==> src/rtl/risc8_pkg.sv <==
// risc8_pkg: shared data-memory widths and load/store opcodes for the risc8 core
package risc8_pkg;
  localparam int DMEM_ADDR_W = 8;
  localparam int DMEM_DATA_W = 8;
  typedef enum logic [3:0] {
    OP_LOAD  = 4'h4,
    OP_STORE = 4'h5
  } mem_op_e;
endpackage

==> src/rtl/arb_sat_counter.sv <==
// arb_sat_counter: W-bit up counter with sync clear and all-ones flag
// Ports: clk, rst_n (async, active-low), inc, clr (wins over inc), cnt, sat (cnt is all ones)
// The caller gates inc with sat to make the count saturate.
module arb_sat_counter #(
  parameter int W = 8
) (
  input  logic         clk,
  input  logic         rst_n,
  input  logic         inc,
  input  logic         clr,
  output logic [W-1:0] cnt,
  output logic         sat
);
  assign sat = &cnt;
  always_ff @(posedge clk or negedge rst_n)
    if (!rst_n) cnt <= '0;
    else if (clr) cnt <= '0;
    else if (inc) cnt <= cnt + 1'b1;
endmodule

==> src/rtl/dmem_arbiter.sv <==
// dmem_arbiter: shares the single-port data RAM between the CPU load/store path and a host port
// CPU side: cpu_req/cpu_we/cpu_addr/cpu_wdata in, cpu_rdata/cpu_stall out.
// Host side: host_req/host_we/host_addr/host_wdata in, host_gnt/host_valid/host_rdata out.
// RAM side: mem_addr/mem_din/mem_we out, mem_dout in. stat_stall_cnt: stall statistics.
// Define DMEM_ARB_STATS_EN to build the saturating CPU stall counter; otherwise stat_stall_cnt is 0.
module dmem_arbiter
  import risc8_pkg::*;
#(
  parameter int ADDR_W     = DMEM_ADDR_W,
  parameter int DATA_W     = DMEM_DATA_W,
  parameter int STARVE_MAX = 4
) (
  input  logic              clk,
  input  logic              rst_n,
  input  logic              cpu_req,
  input  logic              cpu_we,
  input  logic [ADDR_W-1:0] cpu_addr,
  input  logic [DATA_W-1:0] cpu_wdata,
  output logic [DATA_W-1:0] cpu_rdata,
  output logic              cpu_stall,
  input  logic              host_req,
  input  logic              host_we,
  input  logic [ADDR_W-1:0] host_addr,
  input  logic [DATA_W-1:0] host_wdata,
  output logic              host_gnt,
  output logic              host_valid,
  output logic [DATA_W-1:0] host_rdata,
  output logic [ADDR_W-1:0] mem_addr,
  output logic [DATA_W-1:0] mem_din,
  output logic              mem_we,
  input  logic [DATA_W-1:0] mem_dout,
  output logic [15:0]       stat_stall_cnt
);
  localparam logic [7:0] FORCE_AT = 8'(STARVE_MAX - 1);
  logic       force_q;
  logic [7:0] starve_cnt;
  logic       starve_sat;
  // Gated by rst_n so grants vanish the moment reset is asserted.
  assign host_gnt  = rst_n & host_req & (~cpu_req | force_q);
  assign cpu_stall = cpu_req & host_gnt;
  assign mem_addr  = host_gnt ? host_addr : cpu_addr;
  assign mem_din   = host_gnt ? host_wdata : cpu_wdata;
  assign mem_we    = host_gnt ? host_we : (cpu_req & cpu_we);
  assign cpu_rdata = mem_dout;
  arb_sat_counter #(.W(8)) u_starve (
    .clk  (clk),
    .rst_n(rst_n),
    .inc  (host_req & ~host_gnt & ~starve_sat),
    .clr  (host_gnt | ~host_req),
    .cnt  (starve_cnt),
    .sat  (starve_sat)
  );
  // force_q can only survive one cycle: with host_req held it grants, otherwise it drops.
  always_ff @(posedge clk or negedge rst_n)
    if (!rst_n) begin
      force_q    <= 1'b0;
      host_valid <= 1'b0;
      host_rdata <= '0;
    end else begin
      force_q    <= host_req & ~host_gnt & (starve_cnt == FORCE_AT);
      host_valid <= host_gnt;
      if (host_gnt & ~host_we) host_rdata <= mem_dout;
    end
`ifdef DMEM_ARB_STATS_EN
  logic stat_sat;
  arb_sat_counter #(.W(16)) u_stat (
    .clk  (clk),
    .rst_n(rst_n),
    .inc  (cpu_stall & ~stat_sat),
    .clr  (1'b0),
    .cnt  (stat_stall_cnt),
    .sat  (stat_sat)
  );
`else
  assign stat_stall_cnt = 16'h0000;
`endif
endmodule
==> config.mk <==
export PLATFORM = sky130hd
export DESIGN_NAME = dmem_arbiter
export DESIGN_NICKNAME = d
export VERILOG_FILES = /design/src/rtl/risc8_pkg.sv /design/src/rtl/arb_sat_counter.sv /design/src/rtl/dmem_arbiter.sv
export SDC_FILE = /design/constraint.sdc
export NUM_CORES = 1
export LEC_CHECK = 0
export CAP_MARGIN = 20
export CORE_MARGIN = 5
export CORE_UTILIZATION = 33
export CTS_CLUSTER_SIZE = 14
export DETAILED_ROUTE_END_ITERATION = 8
export PLACE_DENSITY = 0.9
export SKIP_CTS_REPAIR_TIMING = 1
export SLEW_MARGIN = 20
export SYNTH_ARGS = -nofsm -noshare
export SYNTH_HDL_FRONTEND = slang
export SYNTH_SLANG_ARGS = --single-unit
==> constraint.sdc <==
create_clock -name clk -period 2 [get_ports clk]
set_input_delay 0.5 -clock clk [delete_from_list [all_inputs] [get_ports clk]]
set_output_delay 0.5 -clock clk [all_outputs]
set_load 0.05 [all_outputs]
==> reports/qor.yml, run 1 <==
endpoint_kind: "output port"
core_um2: 3660
dieArea_um2: 5080
p_switching_uw: 587
cts_root_buf: "clkbuf_8"
status: "finished, violations left"
p_clk_share_pct: 16.0
dp_cells: 239
wl_per_cell_um: 19.0
criticalPathCategory: "flop to output port"
htreeDepth: 1
combPwrFrac_pct: 54.8
synth_cells: 117
hold_violations: 0
synth_top_area_share_pct: 36.3
dpl_cell_area_um2: 2280
violations: "negative setup slack"
cts_max_path_buffers: 2
setup_viol_count_final: 16
synth_enable_flop_cells: 0
power_frac_seq_pct: 29.2
drt_iter0_drc: 61
p_per_area_nw_per_um2: 601
worst_pin_slew_ns: 0.534
slew_headroom_pct: 64.3
ioPinCount: 98
drt_wl_total_mm: 4.67
startpoint_type: "flop"
clkTransAtPathRegs_ns: 0.06
slowest_delay_ns: 0.36
initial_utilization_pct: 33.9
grt_pass1_vias: 1113
avgSynthCellArea_um2: 10.6
max_freq_ghz: 0.486
synth_top_flop_cell: "dfrtp_1"
timing.critical_path.buf_inv: 2
rsz0062_at_grt: "true"
path_delay_family: "flip-flops"
async_reset_ff_share_pct: 100
yosys-top-cells-count: "buf_4, mux2_2, dfrtp_1, nor3_1, nor2_1"
grt_use_total_pct: 14.2
required_ns: 1.50
whs_ns: 0.327
clock_latency_ns: 0.25
diodes: 0
yosysMostFrequentCell: "buf_4"
finalCritPeriodShare_pct: 103
drv_slew: 0
synth_cell_types: 31
drtAntennaViolNets: 0
drt_first_pass_iters: 5
clock-sinks: 18
vdd_drop_max_uv: 289
synth_seq_cells: 18
nNetsFinal: 247
vias: 1199
place_hpwl_mm: 3.16
area_delta_synth_final_pct: 99.0
final_layout_size_suffix_gt1_share_pct: 37.9
dpl_worst_slack_ns: -0.407
timing.final.ws_setup_ns: -0.0596
syn-cell-area_um2: 1240
p_sw_share_pct: 39.6
period_minus_slack_ns: 2.06
yosysSeqAreaShare_pct: 36.3
p_int_uw: 895
drt-vias-per-instance: 4.87
finalNonFillerCells: 246
finalClockSkew_ns: 0.00113
portBuffers: 81
synth_area_leaders: "dfrtp_1, mux2_2, buf_4"
cap_violations: 0
synth_top_area_cell: "dfrtp_1"
cp_cell_sequence: "nand2b_4 -> nand3_4 -> clkbuf_16 -> mux2_4 -> buf_12"
drc: 0
gp_routability_congestion: 0.751
grt_max_degree: 21
cts_tree: "built"
p_leak_uw: 0.00116
yosys_warnings: 0
globalRouteOverflowTotal: 0
min_path_type: "input port to asynchronous set/reset pin"
cp_max_fo: 5
grt_pass1_wl_mm: 5.83
tns_ns: -0.598
cp.arrival_ns: 1.56
cts_buffers: 3
cpMaxStageDelayCell: "dfrtp_1"
antenna_found_initial: 0
die_h_um: 71.3
die_w_um: 71.3
std_cell_rows: 22
final_area_um2: 2470
-- sequential cells by signal, indices dropped and copies added (netlist names) --
| name | count |
|---|---|
| u_starve.cnt | 8 |
| host_rdata | 8 |
| host_valid | 1 |
| force_q | 1 |
-- power by group through the flow --
stage                     logic, uW  registers (uW)  clock network (uW)
final                           812             433                 237
after global routing            836             437                 260
after floorplan                 317             566                   0
after global placement          761             431                   0
after detailed placement        772             436                   0
after CTS                       773             429                 243
-- metrics by stage --
step / utilization, % / total power [uW]
after global routing: 67.4 / 1530
after global placement: 62.4 / 1190
final: 67.4 / 1480
after CTS: 63.5 / 1450
after detailed placement: 62.4 / 1210
after floorplan: - / 883
-- worst reg2reg max path, delay by kind of cell, from the launching register on --
family,cells,cell delay [ns]
adders and majority gates,1,0.29
AOI/OAI and AO/OA,1,0.22
and+or+nand+nor,2,0.47
DFF,1,0.42
-- final cells by class --
cell class              instances  area (um2)
flip-flops and latches         18         450
fillers                       230        1190
clock buffers                   3        41.3
well taps                      48        60.1
inverters                       3        11.3
repair buffers                 91        1200
multi-input cells              83         699
-- kinds of logic after synthesis --
family	Yosys count	synth area share (%)
buffers and inverters	31	18.3
adder cells (fa/ha/maj)	1	1.01
AND/OR/NAND/NOR	29	14.9
AO/OA/AOI/OAI	12	6.56
flip-flops	18	36.3
other	1	0.302
multiplexers	25	22.6
-- worst paths after layout --
| kind | slack [ns] | cells after the start | end | from |
|---|---|---|---|---|
| hold / removal | 0.33 | 2 | host_rdata[6]$_DFFE_PN0P_ | rst_n |
| hold reg to reg | 0.52 | 1 | host_rdata[4]$_DFFE_PN0P_ | host_rdata[4]$_DFFE_PN0P_ |
| max in group asynchronous | 1.48 | 2 | u_starve.cnt[2]$_DFFE_PN0P_ | rst_n |
| setup / recovery | -0.06 | 5 | mem_addr[7] | force_q$_DFF_PN0_ |
| setup reg to reg | 0.51 | 4 | u_starve.cnt[3]$_DFFE_PN0P_ | u_starve.cnt[0]$_DFFE_PN0P_ |
| min in group clk | 0.52 | 1 | host_rdata[4]$_DFFE_PN0P_ | host_rdata[4]$_DFFE_PN0P_ |
-- metal layers --
metal,up-vias,wire (um),global-route usage (%)
li1,545,-,-
met1,573,1620,15.1
met2,74,2610,27.6
met3,7,386,3.93
met4,0,45,3.13
met5,-,0,0
-- cells in the final DEF (no fill, tap or decap), types with 2 or more instances in the layout --
cell	instances
dfrtp_1	18
buf_12	28
clkbuf_8	3
inv_1	3
nor3_1	6
nand2_1	4
and3_1	2
clkbuf_16	2
dlymetal6s2s_1	2
nand3_1	2
mux2_2	8
mux2_4	16
conb_1	16
and3_2	2
buf_4	7
clkdlybuf4s50_1	50
a21oi_1	4
a211oi_1	2
nor2_1	4
Note: power is estimated with default switching activity, not from simulation.
==> run 2: changes to the inputs <==
==> constraint.sdc (replaced) <==
create_clock -name clk -period 2 [get_ports clk]
set_input_delay 0.5 -clock clk [delete_from_list [all_inputs] [get_ports clk]]
set_output_delay 0.5 -clock clk [all_outputs]
set_load 0.005 [all_outputs]
==> run 2 against run 1 <==
Against the previous run:
- the run still ends with negative setup slack left
- global-route usage shrank 0.74 points
- critical path type unchanged
- first-iteration DRC count up 18%
- worst setup slack worse by 0.070 ns
- critical path depth up 1
- clock power is 26% higher
- register-to-register slack about the same
- power fell by 25%
- die area did not move
- core utilization decreased by 7.6 points
- via count grew 1.8%
==> reports/qor.yml, run 2 (synthesis gave the netlist of run 1 again) <==
status: "finished, violations left"
violations: "negative setup slack"
drv_slew: 0  # unchanged
finalClockSkew_ns: 0.00186  # +0.000733 ns
largest_registers: "host_rdata (8), u_starve.cnt (8)"
setup_viol_count_final: 7  # -9
area_delta_synth_final_pct: 76.7
cts_max_path_buffers: 2  # unchanged
clock-sinks: 18  # unchanged
drtAntennaViolNets: 0  # unchanged
htreeDepth: 1  # unchanged
p_sw_share_pct: 24.6  # -15 points
slowest_delay_ns: 0.36  # about the same
path_delay_family: "buffers and inverters"
min_path_type: "input port to asynchronous set/reset pin"
initial_utilization_pct: 33.9  # unchanged
drt_wl_total_mm: 4.45  # -4.8%
grt_use_total_pct: 13.5  # -0.74 points
power_frac_seq_pct: 38.7  # +9.5 points
vdd_drop_max_uv: 216  # -25%
dp_cells: 238  # -0.42%
drt-vias-per-instance: 4.78  # -1.8%
place_hpwl_mm: 2.96  # -6.4%
drc: 0  # unchanged
rr_worst_depth: 4  # unchanged
final_common_cell: "clkdlybuf4s50_1"
period_minus_slack_ns: 2.13  # +0.0698 ns
cpMaxStageDelayCell: "dfrtp_1"
max_freq_ghz: 0.470  # -3.3%
finalNonFillerCells: 255  # +3.7%
required_ns: 1.50  # about the same
drt_first_pass_iters: 4  # -1
criticalPathCategory: "flop to output port"
hold_violations: 0  # unchanged
std_cell_rows: 22  # unchanged
rsz0062_at_grt: "true"
cap_violations: 0  # unchanged
mostFrequentLayoutCells: "clkdlybuf4s50_1, mux2_2, dfrtp_1, conb_1, dlymetal6s2s_1"
p_per_area_nw_per_um2: 505  # -16%
combPwrFrac_pct: 34.4  # -20 points
cp_max_fo: 5  # unchanged
tns_ns: -0.672  # -0.0738 ns
globalRouteOverflowTotal: 0  # unchanged
grt_max_degree: 21  # unchanged
drt_iter0_drc: 72  # +18%
startpoint_type: "flop"
ioPinCount: 98  # unchanged
cts_tree: "built"
die_w_um: 71.3  # unchanged
r2r-start: "u_starve.cnt[0]$_DFFE_PN0P_"
p_leak_uw: 0.00111  # -4.4%
diodes: 0  # unchanged
grt_pass1_vias: 1089  # -2.2%
grt_pass1_wl_mm: 5.40  # -7.5%
gp_routability_congestion: 0.793  # +5.6%
r2r-end: "u_starve.cnt[5]$_DFFE_PN0P_"
dieArea_um2: 5080  # unchanged
p_switching_uw: 272  # -54%
p_clk_share_pct: 26.9  # +11 points
cts_root_buf: "clkbuf_8"
cts_buffers: 3  # unchanged
timing.final.ws_setup_ns: -0.129  # -0.0698 ns
antenna_found_initial: 0  # unchanged
p_int_uw: 835  # -6.7%
nNetsFinal: 255  # +3.2%
cp.arrival_ns: 1.63  # +0.07 ns
finalCritPeriodShare_pct: 106  # +3.5 points
endpoint_kind: "output port"
portBuffers: 81  # unchanged
clock_latency_ns: 0.25  # about the same
die_h_um: 71.3  # unchanged
core_um2: 3660  # unchanged
clkTransAtPathRegs_ns: 0.07  # about the same
wl_per_cell_um: 17.4  # -8.1%
final_layout_size_suffix_gt1_share_pct: 30.4  # -7.4 points
timing.critical_path.buf_inv: 3  # +1
vias: 1220  # +1.8%
whs_ns: 0.432  # +0.105 ns
cp_cell_sequence: "nand2b_4 -> buf_6 -> nand3_4 -> buf_4 -> mux2_2 -> clkbuf_2"
rrSetupSlack_ns: 0.51  # about the same
## run 2: worst max path at each step
stage	from	endpoint	slack, ns	cells past startpoint
floorplan	cpu_req	mem_din[0]	0.28	4
global placement	cpu_req	mem_din[7]	-0.69	5
CTS	cpu_req	mem_din[7]	-0.72	5
global route	force_q$_DFF_PN0_	mem_addr[1]	-0.17	6
detailed placement	cpu_req	mem_din[7]	-0.72	5
finish	force_q$_DFF_PN0_	mem_addr[1]	-0.13	6
## run 2: per-layer routing
metal  share of wire, %  vias up  track usage (%)
met4                2.3        0             3.34
met2                 55       64             25.1
met3                7.7       12             4.91
met1                 35      577             14.3
met5                  0        -                0
li1                   -      567                -
## run 2: power groups by stage
| stage | registers [uW] | logic [uW] | clock network [uW] |
|---|---|---|---|
| 2_1_floorplan | 436 | 133 | 0 |
| 3_3_place_gp | 431 | 355 | 0 |
| 3_5_place_dp | 433 | 361 | 0 |
| 4_1_cts | 426 | 363 | 305 |
| 5_1_grt | 432 | 405 | 324 |
| 6_report | 428 | 381 | 298 |
## run 2: layout make-up
| class | count | area, um2 |
|---|---|---|
| timing repair buffer | 96 | 922 |
| sequential | 18 | 450 |
| fill | 280 | 1470 |
| clock buffer | 4 | 55.1 |
| tap | 48 | 60.1 |
| inverter | 3 | 11.3 |
| multi-input combinational | 86 | 692 |
## run 2: worst reg2reg max path: cells and delay by family (launching register included)
| family | cells | cell delay, ns |
|---|---|---|
| compound gates | 1 | 0.24 |
| fa+ha+maj | 1 | 0.29 |
| simple gates | 2 | 0.45 |
| flops | 1 | 0.41 |
## run 2: through the flow
stage	power, uW	utilization (%)	instance area, um2	worst slack, ns
2_1_floorplan	568	-	1300	0.281
6_report	1110	59.8	2190	-0.129
3_3_place_gp	785	54.3	1990	-0.692
5_1_grt	1160	59.8	2190	-0.171
4_1_cts	1090	55.8	2040	-0.719
3_5_place_dp	794	54.3	1990	-0.717
